### src/rtl/axi4_lite_pkg.sv
// Shared types and helpers for the AXI4-Lite register slave.
package axi4_lite_pkg;

  typedef enum logic [1:0] {
    OKAY   = 2'b00,
    EXOKAY = 2'b01,
    SLVERR = 2'b10,
    DECERR = 2'b11
  } resp_t;

  typedef enum logic [2:0] {
    W_IDLE,
    W_HAVE_ADDR,
    W_HAVE_DATA,
    W_COMMIT,
    W_RESP
  } wr_state_t;

  typedef enum logic {
    R_IDLE,
    R_RESP
  } rd_state_t;

  // prot bit that marks a privileged access
  localparam int unsigned PROT_PRIV_BIT = 0;

  // Byte address to word index; low byte-lane bits are dropped so unaligned addresses alias.
  function automatic logic [63:0] addr_to_idx(input logic [63:0] addr,
                                              input int unsigned data_width);
    if (data_width == 64) return addr >> 3;
    return addr >> 2;
  endfunction

endpackage

### src/rtl/axi4_lite_reg_bank.sv
// Register array: one strobed write port, one combinational read port, flat view of all words.
module axi4_lite_reg_bank
  import axi4_lite_pkg::*;
#(
  parameter int unsigned P_DATA_WIDTH = 32,
  parameter int unsigned P_NUM_REGS   = 16,
  parameter int unsigned P_IDX_W      = 4,
  parameter logic [P_DATA_WIDTH-1:0] P_RESET_VAL = '0
) (
  input  logic                               clk,
  input  logic                               srst,
  input  logic                               we,
  input  logic [P_IDX_W-1:0]                 widx,
  input  logic [P_DATA_WIDTH-1:0]            wdata,
  input  logic [P_DATA_WIDTH/8-1:0]          wstrb,
  input  logic [P_IDX_W-1:0]                 ridx,
  output logic [P_DATA_WIDTH-1:0]            rdata_c,
  output logic [P_NUM_REGS*P_DATA_WIDTH-1:0] regs_o
);

  localparam int unsigned STRB_W = P_DATA_WIDTH / 8;

  logic [P_DATA_WIDTH-1:0] wmask_c;
  logic [P_DATA_WIDTH-1:0] mem [P_NUM_REGS];

  for (genvar k = 0; k < STRB_W; k++) begin : g_mask
    assign wmask_c[k*8 +: 8] = {8{wstrb[k]}};
  end

  for (genvar g = 0; g < P_NUM_REGS; g++) begin : g_reg
    logic [P_DATA_WIDTH-1:0] q;

    // Word storage: reset to P_RESET_VAL, merge strobed bytes when this word is addressed.
    always_ff @(posedge clk) begin
      if (srst) begin
        q <= P_RESET_VAL;
      end else if (we && (widx == P_IDX_W'(g))) begin
        q <= (q & ~wmask_c) | (wdata & wmask_c);
      end
    end

    assign mem[g] = q;
    assign regs_o[g*P_DATA_WIDTH +: P_DATA_WIDTH] = q;
  end

  assign rdata_c = mem[ridx];

endmodule

### src/rtl/axi4_lite_reg_slave.sv
// AXI4-Lite slave over a register file; AW/W accepted independently, byte strobes honoured.
// Optional privilege check: define AXI4L_SLV_PROT_CHECK_EN to reject unprivileged accesses.
module axi4_lite_reg_slave
  import axi4_lite_pkg::*;
#(
  parameter int unsigned P_DATA_WIDTH = 32,
  parameter int unsigned P_ADDR_WIDTH = 32,
  parameter int unsigned P_NUM_REGS   = 16,
  parameter logic [P_DATA_WIDTH-1:0] P_RESET_VAL = '0
) (
  input  logic                               clk,
  input  logic                               srst,
  input  logic                               awvalid,
  output logic                               awready,
  input  logic [P_ADDR_WIDTH-1:0]            awaddr,
  input  logic [2:0]                         awprot,
  input  logic                               wvalid,
  output logic                               wready,
  input  logic [P_DATA_WIDTH-1:0]            wdata,
  input  logic [P_DATA_WIDTH/8-1:0]          wstrb,
  output logic                               bvalid,
  input  logic                               bready,
  output logic [1:0]                         bresp,
  input  logic                               arvalid,
  output logic                               arready,
  input  logic [P_ADDR_WIDTH-1:0]            araddr,
  input  logic [2:0]                         arprot,
  output logic                               rvalid,
  input  logic                               rready,
  output logic [P_DATA_WIDTH-1:0]            rdata,
  output logic [1:0]                         rresp,
  output logic [P_NUM_REGS*P_DATA_WIDTH-1:0] regs_o
);

  localparam int unsigned STRB_W = P_DATA_WIDTH / 8;
  localparam int unsigned IDX_W  = (P_NUM_REGS > 1) ? $clog2(P_NUM_REGS) : 1;

  wr_state_t wr_state_q, wr_state_d;
  rd_state_t rd_state_q, rd_state_d;
  resp_t     bresp_q, bresp_d;
  resp_t     rresp_q, rresp_d;

  logic                    awready_d, wready_d, bvalid_d;
  logic                    arready_d, rvalid_d;
  logic [P_DATA_WIDTH-1:0] rdata_d;

  logic [P_ADDR_WIDTH-1:0] aw_addr_q;
  logic [2:0]              aw_prot_q;
  logic [P_DATA_WIDTH-1:0] w_data_q;
  logic [STRB_W-1:0]       w_strb_q;

  logic aw_hs_c, w_hs_c, ar_hs_c;
  logic w_in_range_c, r_in_range_c, w_err_c, r_err_c, bank_we_c;
  logic [IDX_W-1:0]        w_idx_c, r_idx_c;
  logic [P_DATA_WIDTH-1:0] bank_rdata_c;

  assign aw_hs_c = awvalid && awready;
  assign w_hs_c  = wvalid && wready;
  assign ar_hs_c = arvalid && arready;

  assign w_in_range_c = addr_to_idx(64'(aw_addr_q), P_DATA_WIDTH) < 64'(P_NUM_REGS);
  assign r_in_range_c = addr_to_idx(64'(araddr), P_DATA_WIDTH) < 64'(P_NUM_REGS);
  assign w_idx_c      = IDX_W'(addr_to_idx(64'(aw_addr_q), P_DATA_WIDTH));
  assign r_idx_c      = IDX_W'(addr_to_idx(64'(araddr), P_DATA_WIDTH));

`ifdef AXI4L_SLV_PROT_CHECK_EN
  assign w_err_c = !w_in_range_c || !aw_prot_q[PROT_PRIV_BIT];
  assign r_err_c = !r_in_range_c || !arprot[PROT_PRIV_BIT];
`else
  logic unused_prot;
  assign unused_prot = ^{aw_prot_q, arprot};
  assign w_err_c     = !w_in_range_c;
  assign r_err_c     = !r_in_range_c;
`endif

  assign bank_we_c = (wr_state_q == W_COMMIT) && !w_err_c;
  assign bresp     = bresp_q;
  assign rresp     = rresp_q;

  axi4_lite_reg_bank #(
    .P_DATA_WIDTH (P_DATA_WIDTH),
    .P_NUM_REGS   (P_NUM_REGS),
    .P_IDX_W      (IDX_W),
    .P_RESET_VAL  (P_RESET_VAL)
  ) u_bank (
    .clk     (clk),
    .srst    (srst),
    .we      (bank_we_c),
    .widx    (w_idx_c),
    .wdata   (w_data_q),
    .wstrb   (w_strb_q),
    .ridx    (r_idx_c),
    .rdata_c (bank_rdata_c),
    .regs_o  (regs_o)
  );

  // Capture write address and data on their own handshakes.
  always_ff @(posedge clk) begin
    if (aw_hs_c) begin
      aw_addr_q <= awaddr;
      aw_prot_q <= awprot;
    end
    if (w_hs_c) begin
      w_data_q <= wdata;
      w_strb_q <= wstrb;
    end
  end

  // Write channel next state; ready/valid derive from the state being entered.
  always_comb begin
    wr_state_d = wr_state_q;
    bresp_d    = bresp_q;
    case (wr_state_q)
      W_IDLE: begin
        if (aw_hs_c && w_hs_c) wr_state_d = W_COMMIT;
        else if (aw_hs_c)      wr_state_d = W_HAVE_ADDR;
        else if (w_hs_c)       wr_state_d = W_HAVE_DATA;
      end
      W_HAVE_ADDR: if (w_hs_c)  wr_state_d = W_COMMIT;
      W_HAVE_DATA: if (aw_hs_c) wr_state_d = W_COMMIT;
      W_COMMIT: begin
        wr_state_d = W_RESP;
        bresp_d    = w_err_c ? SLVERR : OKAY;
      end
      W_RESP:  if (bready) wr_state_d = W_IDLE;
      default: wr_state_d = W_IDLE;
    endcase
    awready_d = (wr_state_d == W_IDLE) || (wr_state_d == W_HAVE_DATA);
    wready_d  = (wr_state_d == W_IDLE) || (wr_state_d == W_HAVE_ADDR);
    bvalid_d  = (wr_state_d == W_RESP);
  end

  // Write channel state and registered outputs.
  always_ff @(posedge clk) begin
    if (srst) begin
      wr_state_q <= W_IDLE;
      awready    <= 1'b1;
      wready     <= 1'b1;
      bvalid     <= 1'b0;
      bresp_q    <= OKAY;
    end else begin
      wr_state_q <= wr_state_d;
      awready    <= awready_d;
      wready     <= wready_d;
      bvalid     <= bvalid_d;
      bresp_q    <= bresp_d;
    end
  end

  // Read channel next state; data is captured from the bank at the AR handshake.
  always_comb begin
    rd_state_d = rd_state_q;
    rdata_d    = rdata;
    rresp_d    = rresp_q;
    case (rd_state_q)
      R_IDLE: begin
        if (ar_hs_c) begin
          rd_state_d = R_RESP;
          rdata_d    = r_err_c ? '0 : bank_rdata_c;
          rresp_d    = r_err_c ? SLVERR : OKAY;
        end
      end
      R_RESP:  if (rready) rd_state_d = R_IDLE;
      default: rd_state_d = R_IDLE;
    endcase
    arready_d = (rd_state_d == R_IDLE);
    rvalid_d  = (rd_state_d == R_RESP);
  end

  // Read channel state and registered outputs.
  always_ff @(posedge clk) begin
    if (srst) begin
      rd_state_q <= R_IDLE;
      arready    <= 1'b1;
      rvalid     <= 1'b0;
      rdata      <= '0;
      rresp_q    <= OKAY;
    end else begin
      rd_state_q <= rd_state_d;
      arready    <= arready_d;
      rvalid     <= rvalid_d;
      rdata      <= rdata_d;
      rresp_q    <= rresp_d;
    end
  end

endmodule
### config.mk
export PLATFORM = sky130hd
export DESIGN_NAME = axi4_lite_reg_slave
export DESIGN_NICKNAME = d
export VERILOG_FILES = /design/src/rtl/axi4_lite_pkg.sv /design/src/rtl/axi4_lite_reg_bank.sv /design/src/rtl/axi4_lite_reg_slave.sv
export SDC_FILE = /design/constraint.sdc
export NUM_CORES = 1
export LEC_CHECK = 0
export ABC_AREA = 1
export CORE_MARGIN = 2
export CORE_UTILIZATION = 30
export CTS_BUF_LIST = sky130_fd_sc_hd__clkbuf_8 sky130_fd_sc_hd__clkbuf_16
export CTS_CLUSTER_SIZE = 30
export DETAILED_ROUTE_END_ITERATION = 8
export PLACE_DENSITY = 0.5
export SLEW_MARGIN = 10
export SYNTH_ARGS = -nofsm -noshare
export SYNTH_HDL_FRONTEND = slang
export SYNTH_HIERARCHICAL = 1
export SYNTH_SLANG_ARGS = --single-unit
### constraint.sdc
create_clock -name clk -period 2.6 [get_ports clk]
set_input_delay 0.78 -clock clk [delete_from_list [all_inputs] [get_ports clk]]
set_output_delay 0.78 -clock clk [all_outputs]
set_load 0.005 [all_outputs]
==> results_dict.tcl <==
set metrics [dict create \
    status "finished, final reports clean" \
    die_w_um 317.6 \
    grt_pass1_wl_mm 198.7 \
    start_kind "flop" \
    netlist-cell-type-count 28 \
    timing.rr.start "aw_addr_q[18]" \
    drt_wl_total_mm 139.3 \
    port_buffers 653 \
    critPathBufInv 1 \
    layout_min_cycle_time_ns 2.521 \
    hold_class "flop to flop" \
    clockRootBuffer "clkbuf_16" \
    finalWorstSetupSlack_ns 0.07883 \
    max_freq_mhz 396.6 \
    h-tree-depth 3 \
    slew_headroom_pct 65.50 \
    syn_to_final_growth_pct 39.15 \
    dr.pass1.iters 5 \
    slowest_delay_ns 0.69 \
    r2r_cells 13 \
    grt_max_degree 80 \
    routed_via_density 4.671 \
    io_pins 666 \
    wire_per_inst_um 20.99 \
    pwr_density_cell_mw_per_mm2 558.6 \
    synthCells 4640 \
    end_kind "primary output" \
    post-place-ws_ns 0.06413 \
    drc_errors 0 \
    grt_usage_pct 26.71 \
    clk_latency_ns 0.66 \
    ys_seq_area_share_pct 44.32 \
    syn_avg_cell_area_um2 6.357 \
    drive_above_1_share_pct 6.638 \
    num_vias 31000 \
    place_hpwl_mm 103.5 \
    min_path_cells 2 \
    ir_drop_v 0.0004106 \
    critPathTopFamily "buffers and inverters" \
    p_leak_nw 18.99 \
    dieHeight_um 317.6 \
    coreArea_mm2 0.09799 \
    cp.arrival_ns 1.74 \
    cts_sinks 620 \
    setup_viol 0 \
    overflow 0 \
    dpl_cell_area_mm2 0.03850 \
    cts_buffers 78 \
    rsz0062_at_grt "false" \
    initial_core_util_pct 30.10 \
    drt_iter0_markers 2406 \
    crit_fanout 3 \
    holdBufCountCts 0 \
    syn_area_mm2 0.02950 \
    die_area_mm2 0.1009 \
    rows 115 \
    crit_chain "clkdlybuf4s50_1" \
    skew_ns 0.02396 \
    worstPathRequired_ns 1.82 \
    ys_ff_latch 620 \
    fin_nets 5397 \
    cts_tree "done" \
    grt_pass1_vias 28740 \
    yosys_warnings 6 \
    routabilityCongestion 0.8924 \
    path_clk_slew_ns 0.06 \
    reg2reg_slack_ns 0.24 \
    antenna_left 0 \
    critPathKind "flop to primary output" \
    fill_cells 10370 \
    tightest_slew_ns 0.5174 \
    cpMaxStageDelayCell "clkdlybuf4s50_1" \
    maxSlewViolCount 0 \
    setup_tns_ns 0 \
    maxCapViolations 0 \
    cts.path.max_buffers 3 \
    fin_area_mm2 0.04105 \
    antenna_found_initial 3 \
    hold_viol 0 \
    layout_worst_path_cycle_share_pct 96.97 \
]
[Yosys cell counts (all sizes together)]
master | instances | share of area (%)
o21ai | 54 | 0.92
nand3 | 437 | 7.4
nor3 | 3 | 0.051
conb | 1 | 0.013
mux2i | 32 | 1.1
nor2 | 1109 | 14
inv | 516 | 6.6
nand2 | 1479 | 19
clkbuf | 177 | 2.3
edfxtp | 66 | 6.7
buf | 102 | 1.8
dfxtp | 554 | 38
nand3b | 2 | 0.051
clkinv | 1 | 0.013
nand4 | 69 | 1.5
a21oi | 35 | 0.59
and2 | 1 | 0.021
or2 | 2 | 0.042
[through the flow]
stage / instances / hold slack, ns / utilization, % / total power (W)
after global placement: 6491 / 0.4706 / 39.29 / 0.01230
final: 6636 / 0.4827 / 41.89 / 0.02293
after floorplan: 4641 / 0.4540 / - / 0.01115
after CTS: 6635 / 0.4835 / 41.86 / 0.02321
after global routing: 6635 / 0.4938 / 41.89 / 0.02371
after detailed placement: 6491 / 0.4734 / 39.29 / 0.01231
[placed cells by master, fill, tap and decap left out, types with 2 or more instances in the layout]
cell type | netlist | layout
nand2_1 | 1477 | 1476
nor2_1 | 1087 | 1084
clkdlybuf4s50_1 | 0 | 640
dfxtp_1 | 554 | 554
inv_1 | 512 | 534
nand3_1 | 437 | 435
buf_4 | 13 | 141
clkbuf_16 | 0 | 80
edfxtp_1 | 66 | 66
nand4_1 | 65 | 65
o21ai_0 | 54 | 54
buf_12 | 0 | 49
a21oi_1 | 35 | 35
mux2i_1 | 32 | 32
nor2_2 | 13 | 15
clkinv_2 | 0 | 13
clkbuf_8 | 0 | 12
nor2_4 | 9 | 10
inv_6 | 0 | 7
inv_2 | 4 | 4
bufinv_16 | 0 | 4
dlygate4sd2_1 | 0 | 4
dlymetal6s2s_1 | 0 | 4
nand4_2 | 4 | 4
buf_2 | 46 | 3
nor3_1 | 3 | 2
nand3b_1 | 2 | 2
nand3_2 | 0 | 2
nand2_2 | 1 | 2
conb_1 | 1 | 2
clkinv_1 | 1 | 2
inv_4 | 0 | 2
clkinvlp_4 | 0 | 2
[metal layers]
metal  global-route usage [%]  share of wire [%]
met1                    30.20                 39
met2                    47.06                 49
met3                    7.368                7.6
met4                    11.34                4.6
met5                        0              0.019
[where the power goes]
group | switching, W | internal [W] | total (W)
Sequential | 0.0000640 | 0.00980 | 0.00987
Combinational | 0.00151 | 0.000701 | 0.00221
Clock | 0.00452 | 0.00632 | 0.0108
[worst max path at each step]
stage	startpoint	slack (ns)	endpoint	depth (start not counted)
finish	flop	0.08	regs_o[16]	1
global route	aw_addr_q[18]	0.0009	flop	13
CTS	flop	0.004	regs_o[112]	1
detailed placement	araddr[21]	0.06	rdata[11]	10
global placement	araddr[21]	0.09	rdata[0]	10
floorplan	aw_addr_q[18]	0.35	flop	12
[timing repair]
item	4_1_cts	5_1_grt
setup endpoints to repair	4	52
setup buffers	0	0
resized for setup	4	8
pin swaps	0	0
[logic make-up (layout without fill, tap and decap cells)]
logic type / after synthesis / after routing / share of synthesized area, %
AOI/OAI and AO/OA: 89 / 89 / 1.510
buffers and inverters: 796 / 1503 / 10.64
DFF: 620 / 620 / 44.32
muxes: 32 / 32 / 1.086
other: 1 / 3 / 0.01271
and+or+nand+nor: 3102 / 3102 / 42.43
[final cells by class]
type	count	area (um^2)	share of cell area (%)
sequential	620	13070	31.85
timing repair buffer	842	8561	20.86
tap	1287	1610	3.923
clock inverter	52	356.6	0.8688
multi-input combinational	3225	13320	32.45
clock buffer	92	2167	5.280
inverter	517	1956	4.765
antenna	1	2.502	0.006097
Power figures use the tool's default switching activity.
